### config.mk
export PLATFORM = sky130hd
export DESIGN_NAME = multicycle_ctrl
export DESIGN_NICKNAME = d
export VERILOG_FILES = /design/src/rtl/multicycle_ctrl_pkg.sv /design/src/rtl/multicycle_ctrl_decode.sv /design/src/rtl/multicycle_ctrl.sv
export SDC_FILE = /design/constraint.sdc
export NUM_CORES = 1
export LEC_CHECK = 0
export BUFFER_PORTS_ARGS = -buffer_cell sky130_fd_sc_hd__buf_4
export CORE_AREA = 2 2 43 45
export CTS_CLUSTER_DIAMETER = 50
export DETAILED_ROUTE_END_ITERATION = 12
export DIE_AREA = 0 0 45 47
export PLACE_DENSITY_LB_ADDON = 0.1
export SLEW_MARGIN = 20
export SYNTH_ARGS = -nofsm -noshare
export SYNTH_HDL_FRONTEND = slang
export SYNTH_SLANG_ARGS = --single-unit
### constraint.sdc
create_clock -name clk -period 1.94 [get_ports clk]
set_clock_uncertainty 0.2 [all_clocks]
set_input_delay 0.291 -clock clk [delete_from_list [all_inputs] [get_ports clk]]
set_output_delay 0.291 -clock clk [all_outputs]
set_load 0.01 [all_outputs]
### src/rtl/multicycle_ctrl_pkg.sv
// Shared types and encodings for the RV32I multi-cycle control path.
// Contents: ALU operation, immediate format, writeback source and FSM state
// enums; the instruction class enum produced by the decoder; and the opcode,
// funct3 and funct7 constants of the supported instruction subset.
package multicycle_ctrl_pkg;

    typedef enum logic [1:0] {SUM_OP, SUB_OP, AND_OP, SLT_OP} alu_ctrl_t;
    typedef enum logic [1:0] {IMM_I, IMM_S, IMM_B, IMM_J} imm_src_t;
    typedef enum logic [1:0] {RES_ALU, RES_MEM, RES_PC4} result_src_t;
    typedef enum logic [2:0] {IDLE, FETCH, DECODE, EXECUTE, MEM, WB, TRAP} ctrl_state_t;
    typedef enum logic [2:0] {CLS_ALU_R, CLS_ALU_I, CLS_LOAD, CLS_STORE,
                              CLS_BRANCH, CLS_JAL} instr_class_t;

    localparam logic [6:0] OPC_ALU_R  = 7'b0110011;
    localparam logic [6:0] OPC_ALU_I  = 7'b0010011;
    localparam logic [6:0] OPC_LOAD   = 7'b0000011;
    localparam logic [6:0] OPC_STORE  = 7'b0100011;
    localparam logic [6:0] OPC_BRANCH = 7'b1100011;
    localparam logic [6:0] OPC_JAL    = 7'b1101111;

    localparam logic [2:0] F3_ADD = 3'b000;
    localparam logic [2:0] F3_SLT = 3'b010;
    localparam logic [2:0] F3_AND = 3'b111;
    localparam logic [2:0] F3_LSW = 3'b010;
    localparam logic [2:0] F3_BEQ = 3'b000;
    localparam logic [2:0] F3_BNE = 3'b001;

    localparam logic [6:0] F7_BASE = 7'b0000000;
    localparam logic [6:0] F7_ALT  = 7'b0100000;

endpackage

### src/rtl/multicycle_ctrl_decode.sv
// Combinational instruction decoder for the multi-cycle controller.
// Ports:
//   instr    in  32  instruction register contents
//   iclass   out     instruction class (R-ALU, I-ALU, load, store, branch, jal)
//   alu_ctrl out     ALU operation used in EXECUTE
//   imm_src  out     immediate format
//   illegal  out  1  encoding outside the supported subset
module multicycle_ctrl_decode
    import multicycle_ctrl_pkg::*;
(
    input  logic [31:0]  instr,
    output instr_class_t iclass,
    output alu_ctrl_t    alu_ctrl,
    output imm_src_t     imm_src,
    output logic         illegal
);

    logic [6:0] opcode;
    logic [2:0] funct3;
    logic [6:0] funct7;

    assign opcode = instr[6:0];
    assign funct3 = instr[14:12];
    assign funct7 = instr[31:25];

    always_comb begin
        iclass   = CLS_ALU_R;
        alu_ctrl = SUM_OP;
        imm_src  = IMM_I;
        illegal  = 1'b0;
        case (opcode)
            OPC_ALU_R: begin
                iclass = CLS_ALU_R;
                case (funct3)
                    F3_ADD: begin
                        if (funct7 == F7_ALT)       alu_ctrl = SUB_OP;
                        else if (funct7 != F7_BASE) illegal  = 1'b1;
                    end
                    F3_AND:  begin alu_ctrl = AND_OP; illegal = (funct7 != F7_BASE); end
                    F3_SLT:  begin alu_ctrl = SLT_OP; illegal = (funct7 != F7_BASE); end
                    default: illegal = 1'b1;
                endcase
            end
            OPC_ALU_I: begin
                // funct7 bits belong to the immediate here, so they are not checked.
                iclass = CLS_ALU_I;
                case (funct3)
                    F3_ADD:  alu_ctrl = SUM_OP;
                    F3_AND:  alu_ctrl = AND_OP;
                    F3_SLT:  alu_ctrl = SLT_OP;
                    default: illegal  = 1'b1;
                endcase
            end
            OPC_LOAD: begin
                iclass  = CLS_LOAD;
                illegal = (funct3 != F3_LSW);
            end
            OPC_STORE: begin
                iclass  = CLS_STORE;
                imm_src = IMM_S;
                illegal = (funct3 != F3_LSW);
            end
            OPC_BRANCH: begin
                iclass   = CLS_BRANCH;
                alu_ctrl = SUB_OP;
                imm_src  = IMM_B;
                illegal  = (funct3 != F3_BEQ) && (funct3 != F3_BNE);
            end
            OPC_JAL: begin
                iclass  = CLS_JAL;
                imm_src = IMM_J;
            end
            default: illegal = 1'b1;
        endcase
    end

endmodule

### src/rtl/multicycle_ctrl.sv
// Multi-cycle control FSM for the RV32I subset core.
// Sequences FETCH/DECODE/EXECUTE/MEM/WB, drives datapath enables and handshakes
// with instruction and data memory. A handshake watchdog (TIMEOUT_CYCLES != 0)
// and illegal encodings both send the FSM to a sticky TRAP state.
// Ports:
//   clk, rst_n            clock (rising edge), async active-low reset
//   instr, alu_eq         instruction register, ALU equality flag
//   imem_ready/dmem_ready memory handshake completions
//   imem_req, ir_en       fetch request, instruction register load
//   alu_ctrl, alu_src_b, imm_src, result_src, reg_write   datapath controls
//   dmem_req, dmem_we     data memory request / write
//   pc_en, pc_src         PC update strobe and select (0 = PC+4, 1 = PC+imm)
//   trap                  sticky illegal-instruction / timeout flag
module multicycle_ctrl
    import multicycle_ctrl_pkg::*;
#(
    parameter int unsigned TIMEOUT_CYCLES = 0,
    parameter int unsigned CNT_WIDTH      = 8
) (
    input  logic        clk,
    input  logic        rst_n,
    input  logic [31:0] instr,
    input  logic        alu_eq,
    input  logic        imem_ready,
    input  logic        dmem_ready,
    output logic        imem_req,
    output logic        ir_en,
    output alu_ctrl_t   alu_ctrl,
    output logic        alu_src_b,
    output imm_src_t    imm_src,
    output result_src_t result_src,
    output logic        reg_write,
    output logic        dmem_req,
    output logic        dmem_we,
    output logic        pc_en,
    output logic        pc_src,
    output logic        trap
);

    localparam logic [CNT_WIDTH-1:0] WD_LAST =
        (TIMEOUT_CYCLES == 0) ? '0 : CNT_WIDTH'(TIMEOUT_CYCLES - 1);

    ctrl_state_t          state, state_next;
    logic [CNT_WIDTH-1:0] wd_cnt;
    logic                 waiting;
    logic                 wd_hit;

    instr_class_t dec_class;
    alu_ctrl_t    dec_alu;
    imm_src_t     dec_imm;
    logic         dec_illegal;

    multicycle_ctrl_decode u_decode (
        .instr    (instr),
        .iclass   (dec_class),
        .alu_ctrl (dec_alu),
        .imm_src  (dec_imm),
        .illegal  (dec_illegal)
    );

    assign waiting = ((state == FETCH) && !imem_ready) || ((state == MEM) && !dmem_ready);
    // Fires on the TIMEOUT_CYCLES-th consecutive waiting cycle.
    assign wd_hit  = (TIMEOUT_CYCLES != 0) && waiting && (wd_cnt == WD_LAST);

    always_ff @(posedge clk or negedge rst_n) begin
        if (!rst_n) begin
            state  <= IDLE;
            wd_cnt <= '0;
        end else begin
            state <= state_next;
            if (state_next != state) wd_cnt <= '0;
            else if (waiting)        wd_cnt <= wd_cnt + 1'b1;
        end
    end

    always_comb begin
        state_next = state;
        imem_req   = 1'b0;
        ir_en      = 1'b0;
        alu_ctrl   = SUM_OP;
        alu_src_b  = 1'b0;
        imm_src    = IMM_I;
        result_src = RES_ALU;
        reg_write  = 1'b0;
        dmem_req   = 1'b0;
        dmem_we    = 1'b0;
        pc_en      = 1'b0;
        pc_src     = 1'b0;
        trap       = 1'b0;
        case (state)
            IDLE: state_next = FETCH;
            FETCH: begin
                imem_req = 1'b1;
                if (imem_ready) begin
                    ir_en      = 1'b1;
                    state_next = DECODE;
                end else if (wd_hit) begin
                    state_next = TRAP;
                end
            end
            DECODE: state_next = dec_illegal ? TRAP : EXECUTE;
            EXECUTE: begin
                alu_ctrl = dec_alu;
                imm_src  = dec_imm;
                case (dec_class)
                    CLS_ALU_R: state_next = WB;
                    CLS_ALU_I: begin alu_src_b = 1'b1; state_next = WB; end
                    CLS_LOAD, CLS_STORE: begin alu_src_b = 1'b1; state_next = MEM; end
                    CLS_BRANCH: begin
                        pc_en      = 1'b1;
                        pc_src     = (instr[14:12] == F3_BNE) ? !alu_eq : alu_eq;
                        state_next = FETCH;
                    end
                    CLS_JAL: begin
                        pc_en      = 1'b1;
                        pc_src     = 1'b1;
                        reg_write  = 1'b1;
                        result_src = RES_PC4;
                        state_next = FETCH;
                    end
                    default: state_next = TRAP;
                endcase
            end
            MEM: begin
                dmem_req = 1'b1;
                dmem_we  = (dec_class == CLS_STORE);
                if (dmem_ready) begin
                    if (dec_class == CLS_STORE) begin
                        pc_en      = 1'b1;
                        state_next = FETCH;
                    end else begin
                        state_next = WB;
                    end
                end else if (wd_hit) begin
                    state_next = TRAP;
                end
            end
            WB: begin
                reg_write  = 1'b1;
                pc_en      = 1'b1;
                result_src = (dec_class == CLS_LOAD) ? RES_MEM : RES_ALU;
                state_next = FETCH;
            end
            TRAP:    trap = 1'b1;
            default: state_next = IDLE;
        endcase
    end

endmodule

Word level (Yosys, flattened, before mapping)
Index checks and enable logic that the tools add are counted.
Word-level totals
  output and inout bits: 15
  word-level logic and storage cells: 82
  input bits: 37
  memories: 0
  memory bits (read-only): 0
  bits in latches: 0
  register bits after elaboration: 3
  RAM bits: 0
Operators by class
  $lt $le $gt $ge: 0
  shift operators: 0
  div/mod/pow operators: 0
  multiply operators: 0
  reduce and logical (&&, ||, !) cells: 16
  $add $sub $neg: 0
  equal/unequal tests: 25
  bitwise operators: 1
  mux-type cells: 39
Operators with widths (number)
  7-bit by 6-bit == test with 1-bit output, second input constant: 3
  1-bit 2-to-1 mux: 19
  3-bit == test, second input constant: 6
  2-bit one-hot mux with 3 select lines: 3
  3-bit one-hot mux with 6 select lines: 1
  3-bit by 2-bit == test with 1-bit output, second input constant: 5
  3-bit one-hot mux with 5 select lines: 1
  7-bit == test, second input constant: 2
  3-bit 2-to-1 mux: 4
  2-bit OR reduction: 6
  3-bit by 1-bit == test with 1-bit output, second input constant: 3
  3-bit logical NOT: 3
  3-bit one-hot mux with 3 select lines: 1
  2-bit one-hot mux with 2 select lines: 2
  7-bit by 2-bit == test with 1-bit output, second input constant: 1
  7-bit by 5-bit == test with 1-bit output, second input constant: 1
  7-bit nonzero test: 1
  2-bit 2-to-1 mux: 3
  1-bit one-hot mux with 2 select lines: 3
  3-bit OR reduction: 2
  1-bit one-hot mux with 5 select lines: 1
  2-bit inequality test, second input constant: 2
  3-bit by 1-bit inequality test with 1-bit output, second input constant: 1
  3-bit by 2-bit inequality test with 1-bit output, second input constant: 1
  6 further kinds: 6

Longest topological paths before layout
Gate-level depths: netlist of the first run.
  depth in word-level cells: 7
  gate-level depth with buffers: 6
  depth with buffers taken out: 5

Cells and area by module
A second synthesis of the first run with hierarchy kept.
Second synthesis, totals
  cell total of the unflattened synthesis: 80
  area total of the unflattened synthesis: 605.6 sq um
By module, submodules not included
  multicycle_ctrl: times used 1, cells an instance 43, area an instance 357.8 sq um, seq. area each 75.1 sq um
  multicycle_ctrl_decode: times used 1, cells an instance 37, area an instance 247.7 sq um, seq. area each 0.0 sq um

Worst setup path after synthesis of the first run
OpenSTA, ideal clock, no wires.
  path kind: reg-to-output
  start: register state[2]
  end: output pc_src
  arrival time: 1.447 ns
  path slack: 0.002 ns
  required time: 1.449 ns
  buffers on the path: 0
  cell stages (with the launch flop): 5
  path through: dfrtp_1 > nand3b_1 > or3_4 > nor2_2 > o21a_1
Between the ends
  word-level cells in the longest chain between the ends: 2
RTL lines
  start, declared: RTL line multicycle_ctrl.sv:43  | ctrl_state_t state, state_next;
  start signal, assigned: RTL line multicycle_ctrl.sv:70  | state <= state_next;
  3-bit by 2-bit == test with 1-bit output: RTL line multicycle_ctrl.sv:90  | case (state)
  1-bit 2-to-1 mux: RTL line multicycle_ctrl.sv:90
  end, declared: RTL line multicycle_ctrl.sv:36  | output logic pc_src,
No other way between the ends.

Worst setup path after layout of the first run
Same ends and word-level chain as after synthesis.

==> results of run 1 <==
## worst max-delay path, delay by kind of cell, from the launching register on
kind	cells	cell delay [ns]
buffers and inverters	1	0.11
DFF	1	0.36
AOI/OAI and AO/OA	1	0.12
and+or+nand+nor	3	0.73
## cell usage after synthesis (all sizes together) (2+ instances only)
master	instances	area share
nor2b	4	0.044
nor3	5	0.053
nand3b	2	0.027
and2b	2	0.027
xnor2	3	0.046
nor3b	2	0.027
or4	2	0.040
or3	2	0.031
nor2	9	0.064
a211oi	2	0.027
nand2b	4	0.044
and2	2	0.022
o21ai	6	0.053
a21oi	4	0.042
dfrtp	3	0.13
nand2	7	0.046
buf	2	0.027
nand3	2	0.018
o22ai	2	0.022
## area by class of cell
| cell class | count | share of cell area |
|---|---|---|
| Multi-Input combinational cell | 72 | 0.518 |
| Inverter | 1 | 0.00382 |
| Timing Repair Buffer | 44 | 0.354 |
| Sequential cell | 3 | 0.0763 |
| Tap cell | 17 | 0.0216 |
| Clock buffer | 4 | 0.0267 |
## how the worst max path moves through the flow
stage | endpoint | depth (start not counted)
after global routing | alu_ctrl[0] | 7
after floorplan | pc_src | 4
after global placement | alu_ctrl[0] | 7
final | pc_src | 5
after detailed placement | alu_ctrl[0] | 7
after CTS | alu_ctrl[0] | 7
## kinds of logic (layout without fill, tap and decap cells)
group,after synthesis,count (layout),synth area share
and+or+nand+nor,47,47,0.529
AOI/OAI and AO/OA,22,22,0.259
buffers and inverters,3,49,0.0332
DFF,3,3,0.133
xor gates and xnor gates,3,3,0.0465
## what timing repair did
item,in CTS,in global routing
hold buffers,1,0
endpoints found under the setup margin,7,8
hold endpoints to repair,3,0
buffers inserted,0,2
pin swaps,1,4
resized for setup,6,7
## per-layer routing
layer / wire (um) / up-vias / track usage
li1: - / 387 / -
met1: 712 / 347 / 0.190
met2: 944 / 21 / 0.317
met3: 81 / 0 / 0
met4: 0 / 0 / 0.0353
met5: 0 / - / 0
## power by group through the flow
stage	Sequential, mW	Combinational [mW]	Clock [mW]
after floorplan	0.130	0.192	0
after global placement	0.106	0.423	0
after detailed placement	0.108	0.426	0
after CTS	0.108	0.439	0.110
after global routing	0.110	0.526	0.114
final	0.109	0.486	0.108
## metrics by stage
step	hold WS, ns	instances	setup TNS [ns]
3_5_place_dp	-0.120	134	-0.157
2_1_floorplan	-0.205	78	0
3_3_place_gp	-0.120	134	-0.167
5_1_grt	0.107	141	-0.566
4_1_cts	0.0957	139	-0.241
6_report	0.0930	141	-0.225
==> flow_summary.toml, run 1 <==
[floorplan]
row_count = 15
start_util = 0.342
die_h_um = 47
die_area_sq_mm = 0.00212
io-pin-count = 52
die_w_um = 45
core-area_sq_mm = 0.00165

[sta]
setup_viol = 4
rsz0062_at_grt = "true"
worst_pin_slew_ns = 0.269
max_freq_mhz = 489
period_minus_slack_ns = 2.04
slew_headroom = 0.820
setup_ws_ns = -0.105
slew_viol_final = 0
period_share = 1.05
hold_viol_final = 0

[worst_setup_path]
crit_path_cell_trace = "nand3b_1 -> or3_4 -> nor2_4 -> o21a_1 -> buf_4"
cp_max_fo = 5
reg2reg_slack_ns = 0.34
cpPeakStageDelay_ns = 0.40
startpoint_type = "flop"
critPathKind = "flop to primary output"
critPathArrivalTime_ns = 1.55
crit_path_top_delay_cell = "or3_4"
cp-end-kind = "primary output"
required_ns = 1.45
r2r_end = "state[0]$_DFFE_PN0P_"
crit_path_start = "state[2]$_DFFE_PN0P_"
reg2reg_from = "state[2]$_DFFE_PN0P_"
r2r_cells = 7

[final_layout]
reg_top3 = "state x3"
fin_area_sq_um = 983
n_fill_cell = 167
fin_util = 0.595
antenna_cells = 0
seqCellArea_sq_um = 75.1
largest_reg_flops = 3
layout-drive-gt1-share = 0.492
area_growth_pct = 73.9
largest_register = "state"
multiInputGateArea_sq_um = 509
layout_common_cells = "39 x buf_4, 7 x nor2_1, 7 x nand2_1"
final_nets = 162
layout_commonest_cell = "buf_4"

[place]
place.port_buffers = 36
hpwl_um = 1330
globalplace.congestion = 0.750
dpl_cell_area_sq_um = 880
place_worst_setup_slack_ns = -0.157

[status]
status = "finished, violations left"
violations = "setup timing"

[route]
drc_errors = 0
dr.pass1.iters = 4
wire_per_inst_um = 12.3
routed_wirelength_um = 1740
num_vias = 755
first_iter_violations = 12
ant_nets = 0
via_per_inst = 5.35

[run]
maxCapViolCount = 0

[power]
switchingPower_mw = 0.272
vdd_drop_max_uv = 336
intPower_mw = 0.430
seqPwrFrac = 0.155
comb_power_share = 0.692
leakagePower_nw = 0.438
clock_power_share = 0.153
switching_share = 0.388
p_per_area_mw_per_mm2 = 714
power.total_mw = 0.702

[global_routing]
grt_antenna_before_repair = 0
grt_pass1_vias = 668
overflow = 0
grt_pass1_wl_um = 2600
grt_start_max_net_pins = 11
grt.total_usage = 0.159

[yosys]
synth_cell_types = 37
synth-main-ff-cell = "dfrtp_1"
syn_inst = 78
yosysSeqAreaShare = 0.133
synth_edf_count = 0
synth_area_sq_um = 566
yosysWarnings = 0
synth_area_per_cell_sq_um = 7.25
async_flop_share = 1.00
syn-num-nets = 115
synth_seq_cells = 3

[clock_network]
htreeDepth = 1
cts-root-buf = "clkbuf_4"
cts_buffers = 3
clk_latency_ns = 0.23
clk_pin_slew_worst_paths_ns = 0.04
clock_sinks = 3
cts_tree = "yes"
cts_buffer_depth = 2

[worst_hold_path]
hold_end = "state[1]$_DFFE_PN0P_"
min_path_type = "input port to flop"
hp-start = "imem_ready"
hold_path_depth = 3
(Power assumes the default switching activity.)
==> inputs of run 2 (changes only) <==
--- a/config.mk
+++ b/config.mk
@@ -5,11 +5,11 @@
 export SDC_FILE = /design/constraint.sdc
 export NUM_CORES = 1
 export LEC_CHECK = 0
-export BUFFER_PORTS_ARGS = -buffer_cell sky130_fd_sc_hd__buf_4
-export CORE_AREA = 2 2 43 45
+export CORE_AREA = 2 2 39 41
 export CTS_CLUSTER_DIAMETER = 50
 export DETAILED_ROUTE_END_ITERATION = 12
-export DIE_AREA = 0 0 45 47
+export DIE_AREA = 0 0 41 43
+export DONT_BUFFER_PORTS = 1
 export PLACE_DENSITY_LB_ADDON = 0.1
 export SLEW_MARGIN = 20
 export SYNTH_ARGS = -nofsm -noshare
==> flow_summary.toml, run 2 (synthesized netlist as in run 1, its figures left out) <==
[worst_setup_path]
crit_path_cell_trace = "nand3b_1 -> or3_4 -> nor2_4 -> o21a_1"
cp_max_fo = 5
r2r_cells = 6
cpPeakStageDelay_ns = 0.42
critPathArrivalTime_ns = 1.48
startpoint_type = "flop"
crit_path_top_delay_cell = "or3_4"
critPathKind = "flop to primary output"
required_ns = 1.45
cp-end-kind = "primary output"

[route]
ant_nets = 0
first_iter_violations = 7
top_layer = "met3"
num_vias = 616
wl_met1_um = 656
via_per_inst = 5.81
wl_met3_um = 81
wl_met2_um = 728
routed_wirelength_um = 1470
wire_per_inst_um = 13.8
dr.pass1.iters = 4
drc_errors = 0

[sta]
hold_viol_final = 0
slew_headroom = 0.817
period_share = 1.02
timing.setup.tns_ns = -0.0870
whs_ns = 0.00892
setup_ws_ns = -0.0341
setup_viol = 3
rsz0062_at_grt = "true"
max_freq_mhz = 507
period_minus_slack_ns = 1.97
worst_pin_slew_ns = 0.275
slew_viol_final = 0

[run]
maxCapViolCount = 0

[clock_network]
htreeDepth = 1
clock_sinks = 3
cts_buffers = 3
clk_pin_slew_worst_paths_ns = 0.04
cts-root-buf = "clkbuf_4"
cts_tree = "yes"
cts_buffer_depth = 2
clk_latency_ns = 0.24

[worst_hold_path]
hold_path_depth = 2
min_path_type = "input port to flop"

[global_routing]
overflow = 0
grt_start_max_net_pins = 11
grt_pass1_wl_um = 2350
grt_pass1_vias = 623
grt_antenna_before_repair = 0
grt.total_usage = 0.191

[power]
leakagePower_nw = 0.259
p_per_area_mw_per_mm2 = 835
power.total_mw = 0.595
vdd_drop_max_uv = 299

[place]
hpwl_um = 1130
place.port_buffers = 0
dp.cells = 100
dpl_cell_area_sq_um = 631
globalplace.congestion = 0.748

[final_layout]
layout-drive-gt1-share = 0.300
final_nets = 128
instances_no_fill = 106
fin_area_sq_um = 712
antenna_cells = 0
reg_top3 = "state x3"
n_fill_cell = 153
largest_reg_flops = 3
layout_commonest_cell = "buf_4"
layout_common_cells = "9 x buf_4, 7 x nand2_1, 6 x nor2_1"
area_growth_pct = 25.9
largest_register = "state"

[status]
status = "finished, violations left"
violations = "setup timing"

[floorplan]
core-area_sq_mm = 0.00138
io-pin-count = 52
die_w_um = 41
start_util = 0.409
die_area_sq_mm = 0.00176
die_h_um = 43
row_count = 14
[run 2: cell types whose count changed in the layout (fill, tap and decap cells not counted)]
| cell | before | now |
|---|---|---|
| nor2_2 | 1 | 2 |
| nor3_1 | 3 | 2 |
| o21ai_2 | 1 | 0 |
| nor3_2 | 2 | 3 |
| a21oi_2 | 2 | 1 |
| nor3b_1 | 1 | 2 |
| a21oi_1 | 2 | 3 |
| nor2_1 | 7 | 6 |
| buf_4 | 39 | 9 |
| o21ai_1 | 1 | 2 |
| a211oi_2 | 0 | 1 |
| nor3b_2 | 1 | 0 |
| a211oi_1 | 2 | 1 |
| buf_6 | 4 | 0 |
[run 2: cell type report]
| class | count | area, sq um | share of cell area |
|---|---|---|---|
| multi-input cells | 72 | 509 | 0.715 |
| repair buffers | 10 | 77.6 | 0.109 |
| flip-flops and latches | 3 | 75.1 | 0.105 |
| clock buffers | 4 | 26.3 | 0.0369 |
| well taps | 16 | 20.0 | 0.0281 |
| inverters | 1 | 3.75 | 0.00527 |
[run 2: layer usage]
| metal | vias to the layer above | global-route usage |
|---|---|---|
| li1 | 315 | - |
| met1 | 280 | 0.228 |
| met2 | 21 | 0.316 |
| met3 | 0 | 0 |
| met4 | 0 | 0.120 |
| met5 | - | 0 |
[run 2: stage by stage]
stage / setup WS (ns) / utilization
final: -0.0341 / 0.514
after global routing: -0.102 / 0.514
after CTS: -0.0352 / 0.501
after detailed placement: -0.0269 / 0.456
after global placement: -0.0333 / 0.456
after floorplan: 0.00217 / -
[run 2: path summary, 6_finish.rpt]
| path | slack [ns] | end | startpoint |
|---|---|---|---|
| min | 0.009 | state[1]$_DFFE_PN0P_ | imem_ready |
| min in group asynchronous | 0.10 | state[2]$_DFFE_PN0P_ | rst_n |
| min reg2reg | 0.44 | state[2]$_DFFE_PN0P_ | state[0]$_DFFE_PN0P_ |
| max | -0.03 | pc_src | state[2]$_DFFE_PN0P_ |
| max reg2reg | 0.33 | state[0]$_DFFE_PN0P_ | state[1]$_DFFE_PN0P_ |
| max in group asynchronous | 1.29 | state[1]$_DFFE_PN0P_ | rst_n |
[run 2: worst max-delay path, delay by kind of cell (launching register included)]
| kind | cells | cell delay [ns] |
|---|---|---|
| simple gates | 3 | 0.70 |
| flops | 1 | 0.37 |
| compound gates | 1 | 0.17 |
[run 2: power by group]
group / total, mW / switching (mW) / internal [mW]
logic: 0.374 / 0.189 / 0.184
clock network: 0.112 / 0.0346 / 0.0772
registers: 0.109 / 0.0163 / 0.0929
total: 0.595 / 0.240 / 0.355
[run 2: repair_timing]
| action | CTS | global route |
|---|---|---|
| pin swaps | 3 | 1 |
| endpoints found under the setup margin | 6 | 10 |
| buffers inserted | 1 | 0 |
| gates cloned | 0 | 0 |
| endpoints found under the hold margin | 3 | 0 |
| hold buffers | 1 | 0 |
| resized for setup | 5 | 4 |
==> inputs of run 3 (changes only) <==
--- a/config.mk
+++ b/config.mk
@@ -11,6 +11,7 @@
 export DIE_AREA = 0 0 41 43
 export DONT_BUFFER_PORTS = 1
 export PLACE_DENSITY_LB_ADDON = 0.1
+export REMOVE_ABC_BUFFERS = 1
 export SLEW_MARGIN = 20
 export SYNTH_ARGS = -nofsm -noshare
 export SYNTH_HDL_FRONTEND = slang
==> flow_summary.toml, run 3 (synthesized netlist as in run 1, its figures left out) <==
[status]
status = "finished, violations left"
violations = "setup timing"

[global_routing]
grt_pass1_wl_um = 2190
grt.total_usage = 0.174
overflow = 0
grt_start_max_net_pins = 11
grt_pass1_vias = 559
grt_antenna_before_repair = 0

[route]
num_vias = 603
dr.pass1.iters = 2
ant_nets = 0
drc_errors = 0
via_per_inst = 5.74
routed_wirelength_um = 1400
first_iter_violations = 9
wire_per_inst_um = 13.3

[worst_hold_path]
min_path_type = "input port to flop"

[place]
place.port_buffers = 0
globalplace.congestion = 0.693
dpl_cell_area_sq_um = 631
hpwl_um = 1130

[clock_network]
clock_sinks = 3
htreeDepth = 1
cts_buffers = 3
clk_pin_slew_worst_paths_ns = 0.03
cts_tree = "yes"
post_cts_buffers = 0
cts-root-buf = "clkbuf_4"
clk_latency_ns = 0.22
cts_buffer_depth = 2

[final_layout]
largest_register = "state"
largest_reg_flops = 3
antenna_cells = 0
reg_top3 = "state x3"
layout_commonest_cell = "buf_4"
layout_common_cells = "8 x buf_4, 7 x nand2_1, 6 x nor2_1"
fin_area_sq_um = 698
layout-drive-gt1-share = 0.281
area_growth_pct = 23.5
final_nets = 127
fin_util = 0.505

[sta]
whs_ns = 0.0247
slew_viol_final = 0
max_freq_mhz = 514
worst_pin_slew_ns = 0.432
period_minus_slack_ns = 1.95
slew_headroom = 0.710
hold_viol_final = 0
setup_ws_ns = -0.00718
period_share = 1.00
setup_viol = 2
rsz0062_at_grt = "true"
timing.setup.tns_ns = -0.00967

[worst_setup_path]
crit_path_start = "state[2]$_DFFE_PN0P_"
cp-end-kind = "primary output"
crit_path_cell_trace = "nand3b_1 -> or3_4 -> nor2_4 -> o21a_1"
cpPeakStageDelay_ns = 0.43
path_buf_inv = 0
required_ns = 1.45
critPathKind = "flop to primary output"
cp_max_fo = 5
critical-path-top-delay-family = "simple AND/OR/NAND/NOR gates"
r2r_end = "state[0]$_DFFE_PN0P_"
crit_end = "pc_src"
reg2reg_slack_ns = 0.35
startpoint_type = "flop"
r2r_cells = 6
critPathArrivalTime_ns = 1.46
crit_path_top_delay_cell = "or3_4"
reg2reg_from = "state[1]$_DFFE_PN0P_"
crit_cells = 4

[floorplan]
die_w_um = 41
row_count = 14
start_util = 0.409
die_h_um = 43
io-pin-count = 52
die_area_sq_mm = 0.00176
core-area_sq_mm = 0.00138

[power]
leakagePower_nw = 0.257
vdd_drop_max_uv = 588
p_per_area_mw_per_mm2 = 816

[run]
maxCapViolCount = 0
[run 3: cell types whose count changed in the layout (fill, tap and decap cells not counted), sizes merged]
| cell | before | now |
|---|---|---|
| buf | 9 | 8 |
[run 3: stage by stage]
| stage | setup WS, ns | power (mW) | cells |
|---|---|---|---|
| 5_1_grt | -0.0709 | 0.625 | 105 |
| 3_5_place_dp | -0.0202 | 0.445 | 100 |
| 6_report | -0.00718 | 0.569 | 105 |
| 2_1_floorplan | 0.00217 | 0.316 | 76 |
| 4_1_cts | -0.0265 | 0.568 | 105 |
| 3_3_place_gp | -0.0222 | 0.447 | 100 |
[run 3: worst reg2reg max path: cells and delay by family (launching register included)]
kind | cells | cell delay (ns)
and+or+nand+nor | 3 | 0.43
DFF | 1 | 0.36
buffers and inverters | 2 | 0.27
AOI/OAI and AO/OA | 1 | 0.21
[run 3: report_power, final]
| part | internal, mW | switching (mW) |
|---|---|---|
| Sequential | 0.0927 | 0.0119 |
| Clock | 0.0768 | 0.0279 |
| Combinational | 0.176 | 0.184 |
[run 3: how the worst min path moves through the flow]
stage	startpoint	slack (ns)	to	cells after the start
2_1_floorplan	rst_n	-0.20	state[0]$_DFFE_PN0P_	0
3_3_place_gp	rst_n	-0.20	state[1]$_DFFE_PN0P_	0
3_5_place_dp	rst_n	-0.20	state[2]$_DFFE_PN0P_	0
4_1_cts	imem_ready	0.02	state[1]$_DFFE_PN0P_	2
5_1_grt	imem_ready	0.04	state[1]$_DFFE_PN0P_	2
6_report	imem_ready	0.02	state[1]$_DFFE_PN0P_	2
[run 3: metal layers]
layer	share of wire	routed length, um	track usage	vias up
li1	-	-	-	314
met1	0.44	613	0.219	273
met2	0.51	713	0.288	16
met3	0.052	73	0.0366	0
met4	0	0	0.0400	0
met5	0	0	0	-
[run 3: final cells by class]
cell class	instances	area, sq um
clock buffers	4	26.3
flip-flops and latches	3	75.1
multi-input cells	72	503
well taps	16	20.0
repair buffers	9	70.1
inverters	1	3.75
fillers	159	686
[run 3: repair_timing]
item | 4_1_cts | 5_1_grt
gates resized for setup | 4 | 4
hold endpoints to repair | 3 | 0
hold buffers | 1 | 0
cloned | 0 | 0
pin swaps | 3 | 0
setup endpoints to repair | 6 | 8
